[config.mk]
export PLATFORM = sky130hd
export DESIGN_NAME = mem_port_arbiter_flat
export DESIGN_NICKNAME = d
export VERILOG_FILES = /design/src/rtl/mem_port_arbiter_pkg.sv /design/src/rtl/mem_port_arbiter_if.sv /design/src/rtl/mem_port_arbiter_arb_pick.sv /design/src/rtl/mem_port_arbiter.sv /design/src/flat_wrapper.sv
export SDC_FILE = /design/constraint.sdc
export NUM_CORES = 1
export LEC_CHECK = 0
export CAP_MARGIN = 20
export CELL_PAD_IN_SITES_DETAIL_PLACEMENT = 1
export CELL_PAD_IN_SITES_GLOBAL_PLACEMENT = 1
export CORE_ASPECT_RATIO = 2
export CORE_MARGIN = 4
export CORE_UTILIZATION = 34
export DETAILED_ROUTE_END_ITERATION = 16
export GPL_TIMING_DRIVEN = 0
export PLACE_DENSITY = 0.83
export SLEW_MARGIN = 20
export SYNTH_ARGS = -nofsm -noshare
export SYNTH_HDL_FRONTEND = slang
export SYNTH_HIERARCHICAL = 1
export SYNTH_SLANG_ARGS = --single-unit
[constraint.sdc]
create_clock -name clk_i -period 3.6 [get_ports clk_i]
set_clock_uncertainty 0.2 [all_clocks]
set_input_delay 0.72 -clock clk_i [delete_from_list [all_inputs] [get_ports clk_i]]
set_output_delay 0.72 -clock clk_i [all_outputs]
set_load 0.01 [all_outputs]
[src/rtl/mem_port_arbiter_pkg.sv]
// Shared types for the two-requester memory port arbiter (IC / DC).
package mem_arb_pkg;

   typedef enum logic [1:0] {
      IDLE = 2'd0,
      BUSY = 2'd1,
      DONE = 2'd2
   } arb_state_e;

   typedef enum logic {
      IC = 1'b0,
      DC = 1'b1
   } arb_owner_e;

   // Latched transaction fields are sized for the widest supported port.
   localparam int TXN_ADDR_W = 32;
   localparam int TXN_DATA_W = 32;

   typedef struct packed {
      logic [TXN_ADDR_W-1:0] addr;
      logic [TXN_DATA_W-1:0] wdata;
      logic                  we;
      logic                  byte_op;
   } mem_txn_t;

endpackage

[src/rtl/mem_port_arbiter_if.sv]
// Bus bundle for mem_port_arbiter: both cache-side ports plus the memory port.
interface mem_port_arbiter_if #(
   parameter int ADDR_WIDTH = 32,
   parameter int DATA_WIDTH = 32
);
   logic                  ic_req_i;
   logic [ADDR_WIDTH-1:0] ic_address_i;
   logic                  ic_ready_o;
   logic [DATA_WIDTH-1:0] ic_read_data_o;

   logic                  dc_req_i;
   logic                  dc_write_enable_i;
   logic                  dc_byte_op_i;
   logic [ADDR_WIDTH-1:0] dc_address_i;
   logic [DATA_WIDTH-1:0] dc_write_data_i;
   logic                  dc_ready_o;
   logic [DATA_WIDTH-1:0] dc_read_data_o;

   logic                  mem_valid_o;
   logic                  mem_write_enable_o;
   logic                  mem_byte_op_o;
   logic [ADDR_WIDTH-1:0] mem_address_o;
   logic [DATA_WIDTH-1:0] mem_write_data_o;
   logic                  mem_ready_i;
   logic [DATA_WIDTH-1:0] mem_read_data_i;

   modport slave (
      input  ic_req_i, ic_address_i,
      input  dc_req_i, dc_write_enable_i, dc_byte_op_i, dc_address_i, dc_write_data_i,
      input  mem_ready_i, mem_read_data_i,
      output ic_ready_o, ic_read_data_o, dc_ready_o, dc_read_data_o,
      output mem_valid_o, mem_write_enable_o, mem_byte_op_o, mem_address_o, mem_write_data_o
   );

   modport master (
      output ic_req_i, ic_address_i,
      output dc_req_i, dc_write_enable_i, dc_byte_op_i, dc_address_i, dc_write_data_i,
      output mem_ready_i, mem_read_data_i,
      input  ic_ready_o, ic_read_data_o, dc_ready_o, dc_read_data_o,
      input  mem_valid_o, mem_write_enable_o, mem_byte_op_o, mem_address_o, mem_write_data_o
   );
endinterface

[src/rtl/mem_port_arbiter_arb_pick.sv]
// Combinational winner select. MEM_ARB_ROUND_ROBIN_EN: ties alternate away from
// last_grant; otherwise DC always wins ties.
module arb_pick
   import mem_arb_pkg::*;
(
   input  logic       ic_req,
   input  logic       dc_req,
   input  arb_owner_e last_grant,
   output arb_owner_e winner
);
   arb_owner_e tie_winner;

`ifdef MEM_ARB_ROUND_ROBIN_EN
   assign tie_winner = (last_grant == IC) ? DC : IC;
`else
   assign tie_winner = DC;
   logic unused_last_grant;
   assign unused_last_grant = last_grant;
`endif

   always_comb begin
      winner = IC;
      if (ic_req && dc_req) winner = tie_winner;
      else if (dc_req)      winner = DC;
   end
endmodule

[src/rtl/mem_port_arbiter.sv]
// Sequences IC / DC requests onto the single memory port, one transaction at a time.
// Optional MEM_ARB_ROUND_ROBIN_EN selects round-robin tie breaking (see arb_pick).
module mem_port_arbiter
   import mem_arb_pkg::*;
#(
   parameter int ADDR_WIDTH = 32,
   parameter int DATA_WIDTH = 32
) (
   input  logic               clk_i,
   input  logic               rst_ni,
   mem_port_arbiter_if.slave  bus
);
   localparam logic [1:0] S_IDLE = IDLE;
   localparam logic [1:0] S_BUSY = BUSY;
   localparam logic [1:0] S_DONE = DONE;

   logic [1:0]            state;
   arb_owner_e            owner;
   arb_owner_e            last_grant;
   arb_owner_e            winner;
   mem_txn_t              txn;
   logic [DATA_WIDTH-1:0] ic_rdata;
   logic [DATA_WIDTH-1:0] dc_rdata;

   arb_pick u_pick (
      .ic_req     (bus.ic_req_i),
      .dc_req     (bus.dc_req_i),
      .last_grant (last_grant),
      .winner     (winner)
   );

   always_ff @(posedge clk_i or negedge rst_ni) begin
      if (!rst_ni) begin
         state      <= S_IDLE;
         owner      <= IC;
         last_grant <= IC;
         txn        <= '0;
         ic_rdata   <= '0;
         dc_rdata   <= '0;
      end else begin
         case (state)
            S_IDLE: begin
               if (bus.ic_req_i || bus.dc_req_i) begin
                  owner <= winner;
                  state <= S_BUSY;
                  if (winner == DC) begin
                     txn.addr    <= TXN_ADDR_W'(bus.dc_address_i);
                     txn.wdata   <= TXN_DATA_W'(bus.dc_write_data_i);
                     txn.we      <= bus.dc_write_enable_i;
                     txn.byte_op <= bus.dc_byte_op_i;
                  end else begin
                     txn.addr    <= TXN_ADDR_W'(bus.ic_address_i);
                     txn.wdata   <= '0;
                     txn.we      <= 1'b0;
                     txn.byte_op <= 1'b0;
                  end
               end
            end
            S_BUSY: begin
               // mem_ready_i is only honoured here; strays in other states are dropped.
               if (bus.mem_ready_i) begin
                  if (!txn.we) begin
                     if (owner == DC) dc_rdata <= bus.mem_read_data_i;
                     else             ic_rdata <= bus.mem_read_data_i;
                  end
                  last_grant <= owner;
                  state      <= S_DONE;
               end
            end
            S_DONE:  state <= S_IDLE;
            default: state <= S_IDLE;
         endcase
      end
   end

   // Valid comes straight from state so an async reset drops it without a clock.
   assign bus.mem_valid_o        = (state == S_BUSY);
   assign bus.mem_write_enable_o = txn.we;
   assign bus.mem_byte_op_o      = txn.byte_op;
   assign bus.mem_address_o      = txn.addr[ADDR_WIDTH-1:0];
   assign bus.mem_write_data_o   = txn.wdata[DATA_WIDTH-1:0];

   assign bus.ic_ready_o     = (state == S_DONE) && (owner == IC);
   assign bus.dc_ready_o     = (state == S_DONE) && (owner == DC);
   assign bus.ic_read_data_o = ic_rdata;
   assign bus.dc_read_data_o = dc_rdata;
endmodule

[src/flat_wrapper.sv]
// flat-port wrapper written by rule: the top's interface ports become plain ports
module mem_port_arbiter_flat import mem_arb_pkg::*;
#(
   parameter int ADDR_WIDTH = 32,
   parameter int DATA_WIDTH = 32
)
  (clk_i, rst_ni, bus_ic_req_i, bus_ic_address_i, bus_dc_req_i, bus_dc_write_enable_i, bus_dc_byte_op_i, bus_dc_address_i, bus_dc_write_data_i, bus_mem_ready_i, bus_mem_read_data_i, bus_ic_ready_o, bus_ic_read_data_o, bus_dc_ready_o, bus_dc_read_data_o, bus_mem_valid_o, bus_mem_write_enable_o, bus_mem_byte_op_o, bus_mem_address_o, bus_mem_write_data_o);
  mem_port_arbiter_if #(.ADDR_WIDTH(ADDR_WIDTH), .DATA_WIDTH(DATA_WIDTH)) bus_i ();
  input  logic clk_i;
  input  logic rst_ni;
  input wire logic [$bits(bus_i.ic_req_i)-1:0] bus_ic_req_i;
  input wire logic [$bits(bus_i.ic_address_i)-1:0] bus_ic_address_i;
  input wire logic [$bits(bus_i.dc_req_i)-1:0] bus_dc_req_i;
  input wire logic [$bits(bus_i.dc_write_enable_i)-1:0] bus_dc_write_enable_i;
  input wire logic [$bits(bus_i.dc_byte_op_i)-1:0] bus_dc_byte_op_i;
  input wire logic [$bits(bus_i.dc_address_i)-1:0] bus_dc_address_i;
  input wire logic [$bits(bus_i.dc_write_data_i)-1:0] bus_dc_write_data_i;
  input wire logic [$bits(bus_i.mem_ready_i)-1:0] bus_mem_ready_i;
  input wire logic [$bits(bus_i.mem_read_data_i)-1:0] bus_mem_read_data_i;
  output wire logic [$bits(bus_i.ic_ready_o)-1:0] bus_ic_ready_o;
  output wire logic [$bits(bus_i.ic_read_data_o)-1:0] bus_ic_read_data_o;
  output wire logic [$bits(bus_i.dc_ready_o)-1:0] bus_dc_ready_o;
  output wire logic [$bits(bus_i.dc_read_data_o)-1:0] bus_dc_read_data_o;
  output wire logic [$bits(bus_i.mem_valid_o)-1:0] bus_mem_valid_o;
  output wire logic [$bits(bus_i.mem_write_enable_o)-1:0] bus_mem_write_enable_o;
  output wire logic [$bits(bus_i.mem_byte_op_o)-1:0] bus_mem_byte_op_o;
  output wire logic [$bits(bus_i.mem_address_o)-1:0] bus_mem_address_o;
  output wire logic [$bits(bus_i.mem_write_data_o)-1:0] bus_mem_write_data_o;
  assign bus_i.ic_req_i = bus_ic_req_i;
  assign bus_i.ic_address_i = bus_ic_address_i;
  assign bus_i.dc_req_i = bus_dc_req_i;
  assign bus_i.dc_write_enable_i = bus_dc_write_enable_i;
  assign bus_i.dc_byte_op_i = bus_dc_byte_op_i;
  assign bus_i.dc_address_i = bus_dc_address_i;
  assign bus_i.dc_write_data_i = bus_dc_write_data_i;
  assign bus_i.mem_ready_i = bus_mem_ready_i;
  assign bus_i.mem_read_data_i = bus_mem_read_data_i;
  assign bus_ic_ready_o = bus_i.ic_ready_o;
  assign bus_ic_read_data_o = bus_i.ic_read_data_o;
  assign bus_dc_ready_o = bus_i.dc_ready_o;
  assign bus_dc_read_data_o = bus_i.dc_read_data_o;
  assign bus_mem_valid_o = bus_i.mem_valid_o;
  assign bus_mem_write_enable_o = bus_i.mem_write_enable_o;
  assign bus_mem_byte_op_o = bus_i.mem_byte_op_o;
  assign bus_mem_address_o = bus_i.mem_address_o;
  assign bus_mem_write_data_o = bus_i.mem_write_data_o;
  mem_port_arbiter #(.ADDR_WIDTH(ADDR_WIDTH), .DATA_WIDTH(DATA_WIDTH)) u_core (.clk_i(clk_i), .rst_ni(rst_ni), .bus(bus_i));
endmodule
### Yosys cells after proc, flatten, opt, wreduce, memory -nomap -nowiden

Index checks and enable logic that the tools add are counted.

* bitwise operators: 2
* multiplexer cells: 6
* equality and inequality tests: 4
* reduce and logical (&&, ||, !) cells: 9

Operator list (count)
* $mux W66: 1
* $reduce_and A4 Y1: 2
* $mux W2: 2
* $pmux W2 S2: 1
* $reduce_and A2 Y1: 2
* $logic_and A1 B1 Y1: 3
* $eq A2 B1 Y1 const B: 1
* $eq A2 B2 Y1 const B: 1
* $logic_not A2 Y1: 1
* $mux W1: 2
* $ne A2 B1 Y1 const B: 1
* $ne A2 B2 Y1 const B: 1
* $not A1 Y1: 2
* $logic_or A1 B1 Y1: 1

* register bits: 133
* output and inout bits: 133
* word-level logic and storage cells: 29

### Depth between registers and ports, before layout

Gate-level depths: netlist of the first run.

* word-level depth: 3
* mapped depth: 5

### Cells and area by module

Netlist of the first run, hierarchy kept.

Modules (own cells, without submodules)
* mem_port_arbiter: instances 1, cells each 397, area an instance 5652.9 µm²
* arb_pick: instances 1, cells each 1, area an instance 3.8 µm²

### Least setup slack after synthesis of the first run

OpenSTA, ideal clock, no wires.

* kind: input -> register
* start: input bus_dc_req_i
* end: register u_core.txn (netlist bit u_core/bus.mem_address_o[11])
* cell stages on the path: 4
* setup slack: 1.479 ns
* path buffers: 2
* data arrival time: 1.796 ns
* cell sequence: clkbuf_1 clkbuf_1 mux2_2 mux2_2

* longest elaborated chain between the ends: 3
* elaborated cells between the ends (all ways): 6
* those cells by class: mux (3); reduce/logical (3)

Ends and longest elaborated chain
* start, declared: RTL line flat_wrapper.sv:13 `input wire logic [$bits(bus_i.dc_req_i)-1:0] bus_dc_req_i;`
* $mux W1 / $logic_and A1 B1 Y1 (equally long branches): RTL line mem_port_arbiter_arb_pick.sv:24, mem_port_arbiter_arb_pick.sv:23
* $mux W1: RTL line mem_port_arbiter_arb_pick.sv:23 `if (ic_req && dc_req) winner = tie_winner;`
* $mux W66: RTL line mem_port_arbiter.sv:46 `if (winner == DC) begin`
* end, declared: RTL line mem_port_arbiter.sv:21 `mem_txn_t txn;`

Parallel ways exist; a longest one is shown, timed or not.
A chain may end at the register's enable or synchronous reset.

### Worst setup path in the final report of the first run

* start: register u_core.owner
* end: output bus_ic_ready_o

* longest elaborated chain between the ends: 2

Ends and longest elaborated chain
* start, declared: RTL line mem_port_arbiter.sv:18 `arb_owner_e owner;`
* start signal, assigned: RTL line mem_port_arbiter.sv:44 `owner <= winner;`
* $not A1 Y1 (no line)
* $logic_and A1 B1 Y1: RTL line mem_port_arbiter.sv:83 `assign bus.ic_ready_o = (state == S_DONE) && (owner == IC);`
* end, declared: RTL line flat_wrapper.sv:20 `output wire logic [$bits(bus_i.ic_ready_o)-1:0] bus_ic_ready_o;`

Every way passes these cells.

==> results of run 1 <==
## worst max-delay path, cell delays in order (launching register included)
cell and delay, ps:
dfrtp_1 470, nor3b_1 260, clkdlybuf4s50_1 610
## final cells by class
cell class | count | area [sq um]
fill | 1634 | 7040
clock inverter | 12 | 176
multi-input combinational | 206 | 2020
sequential | 133 | 3330
buffer | 21 | 135
tap | 204 | 255
inverter | 36 | 135
clock buffer | 20 | 457
timing repair buffer | 269 | 2720
## metrics by stage
step | TNS (ps) | setup WS, ps
after floorplan | 0 | 1480
after global placement | -464050 | -3510
after detailed placement | 0 | 678
after CTS | 0 | 894
after global routing | 0 | 883
final | 0 | 921
## sequential cells by signal, summed over array words and instances, names as in the netlist
signal / flops
u_core/bus.mem_write_data_o: 32
u_core/bus.mem_write_enable_o: 1
u_core/bus.mem_byte_op_o: 1
u_core/bus.dc_read_data_o: 32
u_core/bus.ic_read_data_o: 32
u_core/bus.mem_address_o: 32
u_core/owner: 1
u_core/state: 2
## layout by cell type, fill, tap and decap left out, drive strengths merged
cell and n:
nor3 2, inv 37, nand2 34, and2b 1
nand3b 1, nand4 1, buf 17, dfrtp 133
clkbuf 26, a21o 1, clkinvlp 2, and3b 1
bufinv 4, nor2 1, clkinv 5, mux2i 34
dlygate4sd3 1, clkdlybuf4s50 266, nor3b 1, mux2 129
## worst max path at each step
stage	from	slack [ps]	endpoint	cells past startpoint
6_report	u_core/owner$_DFFE_PN0P_	920	bus_ic_ready_o	2
5_1_grt	u_core/owner$_DFFE_PN0P_	880	bus_ic_ready_o	2
4_1_cts	u_core/owner$_DFFE_PN0P_	890	bus_ic_ready_o	2
3_5_place_dp	bus_dc_req_i	680	u_core/bus.mem_address_o[3]$_DFFE_PN0P_	5
3_3_place_gp	rst_ni	-3510	u_core/bus.mem_address_o[21]$_DFFE_PN0P_	1
2_1_floorplan	bus_dc_req_i	1480	u_core/bus.mem_address_o[11]$_DFFE_PN0P_	4
## metal layers
layer,up-vias,GRT usage (%)
met5,-,0
met2,182,38.5
met4,0,10.0
li1,1903,-
met3,39,6.68
met1,2070,18.4
## timing repair
action                                  CTS  global route
endpoints found under the hold margin    35             0
hold buffers                              1             0
buffers inserted                          0             0
endpoints found under the setup margin    0             0
## power groups by stage
| stage | Sequential [mW] | Clock (mW) | Combinational, mW |
|---|---|---|---|
| detailed placement | 2.71 | 0 | 3.64 |
| finish | 2.69 | 1.87 | 3.62 |
| CTS | 2.71 | 1.92 | 3.69 |
| global placement | 2.64 | 0 | 3.52 |
| floorplan | 3.00 | 0 | 1.17 |
| global route | 2.79 | 1.99 | 3.84 |
==> key figures, run 1 <==
Drt
  • TritonRoute pass-1 iters: 4
  • Via-to-Cell Ratio: 4.65
  • Post-DRT Antenna Nets: 0
  • M1 wire length: between 5 and 6 mm
  • Initial DRC Count: 97
  • WL met2: 10.6 mm
  • Wire per inst: between 20 and 25 microns
  • Via count: 4194
  • Top sig layer: met4
  • Metal3 WL: 1.50 mm
  • Drt drc: 0
  • Final WL: 18.6 mm

STA
  • Tmin final: 2680 ps
  • Slew Limit Fails: 0
  • Slew margin rel.: around 60%
  • Final setup fails: 0
  • Fmax: between 300 and 400 MHz
  • Period Utilization, post-route: 74.4%
  • Tightest Pin Transition: 602 ps
  • Hold Slack: slightly above 300 ps
  • Final Hold Fails: 0
  • RSZ-0062 raised after global routing: false

Power and ir drop
  • Static leakage: 3.95 nW
  • Total power: 8.18 mW
  • Int Pwr: 5.61 mW
  • Pwr Density: 887 mW/mm^2
  • VDD IR max: between 0.0004 and 0.0005 V
  • Sw Ratio: 31.4%
  • Seq pwr share: 32.9%
  • Clock network power share: 22.9%
  • NetSw: 2.57 mW
  • Combinational fraction of design power: 44.2%

GRT
  • Gr ovfl total: 0
  • Vias in the first global route: 5113
  • Initial antenna violation count: 0
  • First-pass GRT wire length: ~29 mm
  • Gr usage total: a little over 20%
  • Pin count of the biggest net entering global routing: slightly below 100

Floorplan
  • Die Width: 98.9 microns
  • Die height: 190 microns
  • Die area: 0.0188 sq mm
  • Initial Util: 34.5%
  • FP Rows: 66
  • I/O pin total: 268
  • Core area: roughly 0.016 sq mm

Finish
  • Non-Filler Instances: approximately 900
  • Post-route cell area: 0.00922 sq mm
  • Layout Utilization: a little under three fifths
  • Share of cells above drive strength 1: 25.8%
  • Final #Nets: 819
  • ANT cells: 0
  • P&R area growth vs syn: 64.1%

Setup path
  • Crit path DAT: 1760 ps
  • Reg-to-reg critical path endpoint: u_core/bus.mem_write_data_o[16]$_DFFE_PN0P_
  • Crit-path max FO: 5
  • Startpoint Class: flip-flop
  • Reg2Reg Setup Slack: 1600 ps
  • Crit. End Element: output pin
  • Critical Path RT: 2680 ps
  • Worst Reg2Reg Path Length in Cells: 4
  • Reg2reg start: u_core/state[0]$_DFFE_PN0P_
  • CP Class: flip-flop to output pin

Hold path
  • Path type of the worst min-delay path: flip-flop to flip-flop
  • Hold Crit Depth: 1
  • Hold Crit Start: u_core/bus.ic_read_data_o[28]$_DFFE_PN0P_
  • Worst Hold Path EP: u_core/bus.ic_read_data_o[28]$_DFFE_PN0P_

Placed design
  • Cell Area, Placed: 0.00858 sq mm
  • Placed cells: 868
  • Post-DP HPWL: 14.1 mm
  • Routability cong.: around 0.79
  • I/O Buffers: 267

CTS
  • H-tree Lvls: 4
  • Clock Path Buffers: 2
  • Clock sinks: 133
  • Post-CTS Resized: 0
  • CTS clock-pin slew for the worst setup and hold paths: 60 ps
  • Clk root buf: clkbuf_16
  • Clock Latency Late Sink: around 420 ps
  • CTS tree: done
  • CTS buffer count: 17

Yosys
  • Avg Cell Area, Syn: 14.2 sq um
  • Gate Count Post-Synth: 396
  • Post-Syn Area: 0.00562 sq mm
  • Warnings, synthesis: 6
  • Net count after synthesis: approximately 530

Run
  • Maxcap violations: 0

Status
  • Outcome: complete, no violations
Power figures use the tool's default switching activity.
==> run 2: changes to the inputs <==
CORE_UTILIZATION = 32   (was 34)
PLACE_DENSITY = 0.79   (was 0.83)
clock period = 2.6 ns   (was 3.6 ns; I/O delays follow)
==> run 2 against run 1 <==
Effect of this change:
- core utilization is 3.3 points lower
- sequential share of layout area hardly changed
- flip-flop and latch count stayed put
- total power is 36% higher
- critical endpoint unchanged
- via count is 0.64% higher
- first-iteration DRC count is 42% lower
- die area is 5.9% higher
- non-clock buffer count stayed put
==> key figures, run 2 (synthesis gave the netlist of run 1 again) <==
Setup path
  • Crit path largest cell delay: 610 ps
  • Startpoint Class: flip-flop
  • Crit path DAT: 1780 ps
  • Critical Path RT: 1880 ps
  • Family with the most delay on the worst path: buffers and inverters
  • Crit-path max FO: 5
  • CP Class: flip-flop to output pin
  • Crit path cell chain: nor3b_1, clkdlybuf4s50_1
  • Crit. End Element: output pin
  • Crit path buf inv count: 1
  • CP max-delay cell: clkdlybuf4s50_1

Floorplan
  • Die Width: 102 microns
  • Core area: 0.0173 sq mm
  • FP Rows: 68
  • Initial Util: 32.5%
  • Die area: 0.0199 sq mm
  • I/O pin total: between 200 and 300
  • Die height: around 200 microns

Drt
  • Via count: 4221
  • Initial DRC Count: 56
  • TritonRoute pass-1 iters: 4
  • Wire per inst: 20.0 microns
  • Post-DRT Antenna Nets: 0
  • Drt drc: 0
  • Final WL: 18.1 mm
  • Via-to-Cell Ratio: approximately 4.7

CTS
  • CTS buffer count: 17
  • Clock Latency Late Sink: between 400 and 500 ps
  • Post-CTS Resized: 0
  • CTS tree: done
  • CTS clock-pin slew for the worst setup and hold paths: roughly 60 ps
  • H-tree Lvls: 4
  • Clock Path Buffers: 2
  • Clk root buf: clkbuf_16
  • Clock sinks: 133

Placed design
  • Routability cong.: about 0.76
  • Pre-CTS setup slack: -151 ps
  • I/O Buffers: approximately 270
  • Post-DP HPWL: around 14 mm
  • Placed cells: 874

GRT
  • Vias in the first global route: 4897
  • Pin count of the biggest net entering global routing: 71
  • Initial antenna violation count: 0
  • First-pass GRT wire length: 27.5 mm
  • Gr usage total: 18.5%
  • Gr ovfl total: 0

Run
  • Maxcap violations: 0

STA
  • RSZ-0062 raised after global routing: false
  • Setup tns final: 0 ps
  • Period Utilization, post-route: 96.1%
  • Hold Slack: 303 ps
  • Tmin final: 2500 ps
  • Final Hold Fails: 0
  • Final setup fails: 0
  • Fmax: 400 MHz
  • Slew Limit Fails: 0
  • Tightest Pin Transition: 686 ps
  • Worst Slack Setup Final: ~100 ps
  • Slew margin rel.: 54.3%

Finish
  • Commonest non-fill, non-tap cell in the layout: clkdlybuf4s50_1
  • ANT cells: 0
  • Share of cells above drive strength 1: about a quarter
  • P&R area growth vs syn: 64.0%
  • Register Area: 0.00333 sq mm
  • Layout Utilization: 53.4%
  • Final #Nets: 819
  • Commonest cells after routing, fill and taps aside: 266 x clkdlybuf4s50_1, 133 x dfrtp_1, 125 x mux2_2
  • Multi-input gate area: 0.00202 sq mm
  • Filler cell count: approximately 1800
  • Non-Filler Instances: about 900

Power and ir drop
  • Int Pwr: ~7.7 mW
  • NetSw: 3.47 mW
  • Sw Ratio: 31.0%
  • Pwr Density: roughly 1200 mW/mm^2
  • VDD IR max: 0.000653 V
  • Seq pwr share: about a third
  • Clock network power share: 22.4%
  • Static leakage: 3.94 nW
  • Combinational fraction of design power: 44.4%

Status
  • Outcome: complete, no violations

Hold path
  • Path type of the worst min-delay path: flip-flop to flip-flop
-- run 2: cell count changes in the layout (fill, tap and decap cells not counted), sizes merged --
| cell | delta |
|---|---|
| bufinv | -1 |
| inv | -1 |
| clkinvlp | +2 |
-- run 2: cell type report --
class,instances,share of cell area [%]
Inverter,36,1.47
Clock buffer,20,5.06
Timing Repair Buffer,269,29.5
Tap cell,210,2.85
Multi-Input combinational cell,206,21.9
Buffer,21,1.47
Clock inverter,12,1.66
Sequential cell,133,36.1
-- run 2: through the flow --
stage	cell area (sq um)	total power, mW
floorplan	5620	5.78
global placement	8560	8.54
detailed placement	8590	8.78
CTS	9220	11.4
global route	9220	11.8
finish	9220	11.2
-- run 2: per-layer routing --
layer / global-route usage [%] / share of wire [%]
met1: 16.2 / 30
met2: 36.5 / 59
met3: 6.15 / 8.4
met4: 7.64 / 2.7
met5: 0 / 0
-- run 2: final timing paths --
path	startpoint	end	slack, ps	cells past startpoint
worst max register to register	u_core/state[1]$_DFFE_PN0P_	u_core/bus.ic_read_data_o[4]$_DFFE_PN0P_	710	4
max in group asynchronous	rst_ni	u_core/bus.ic_read_data_o[6]$_DFFE_PN0P_	1030	3
min in group asynchronous	rst_ni	u_core/bus.mem_address_o[21]$_DFFE_PN0P_	430	2
worst max-delay path	u_core/owner$_DFFE_PN0P_	bus_ic_ready_o	100	2
worst min-delay path	u_core/bus.dc_read_data_o[22]$_DFFE_PN0P_	u_core/bus.dc_read_data_o[22]$_DFFE_PN0P_	300	1
worst min register to register	u_core/bus.dc_read_data_o[22]$_DFFE_PN0P_	u_core/bus.dc_read_data_o[22]$_DFFE_PN0P_	300	1
-- run 2: repair_timing --
action / 4_1_cts / 5_1_grt
hold buffers: 1 / 0
endpoints found under the hold margin: 63 / 0
setup buffers: 0 / 0
-- run 2: worst register-to-register path, delay by kind of cell, from the launching register on --
family | cells | cell delay [ps]
simple gates | 2 | 510
flops | 1 | 420
mux | 1 | 370
buf+inv | 1 | 280
-- run 2: power by group through the flow --
stage | Combinational [mW] | Clock [mW] | Sequential, mW
5_1_grt | 5.28 | 2.66 | 3.85
3_5_place_dp | 5.03 | 0 | 3.75
2_1_floorplan | 1.62 | 0 | 4.15
6_report | 4.96 | 2.50 | 3.71
4_1_cts | 5.06 | 2.56 | 3.73
3_3_place_gp | 4.88 | 0 | 3.66
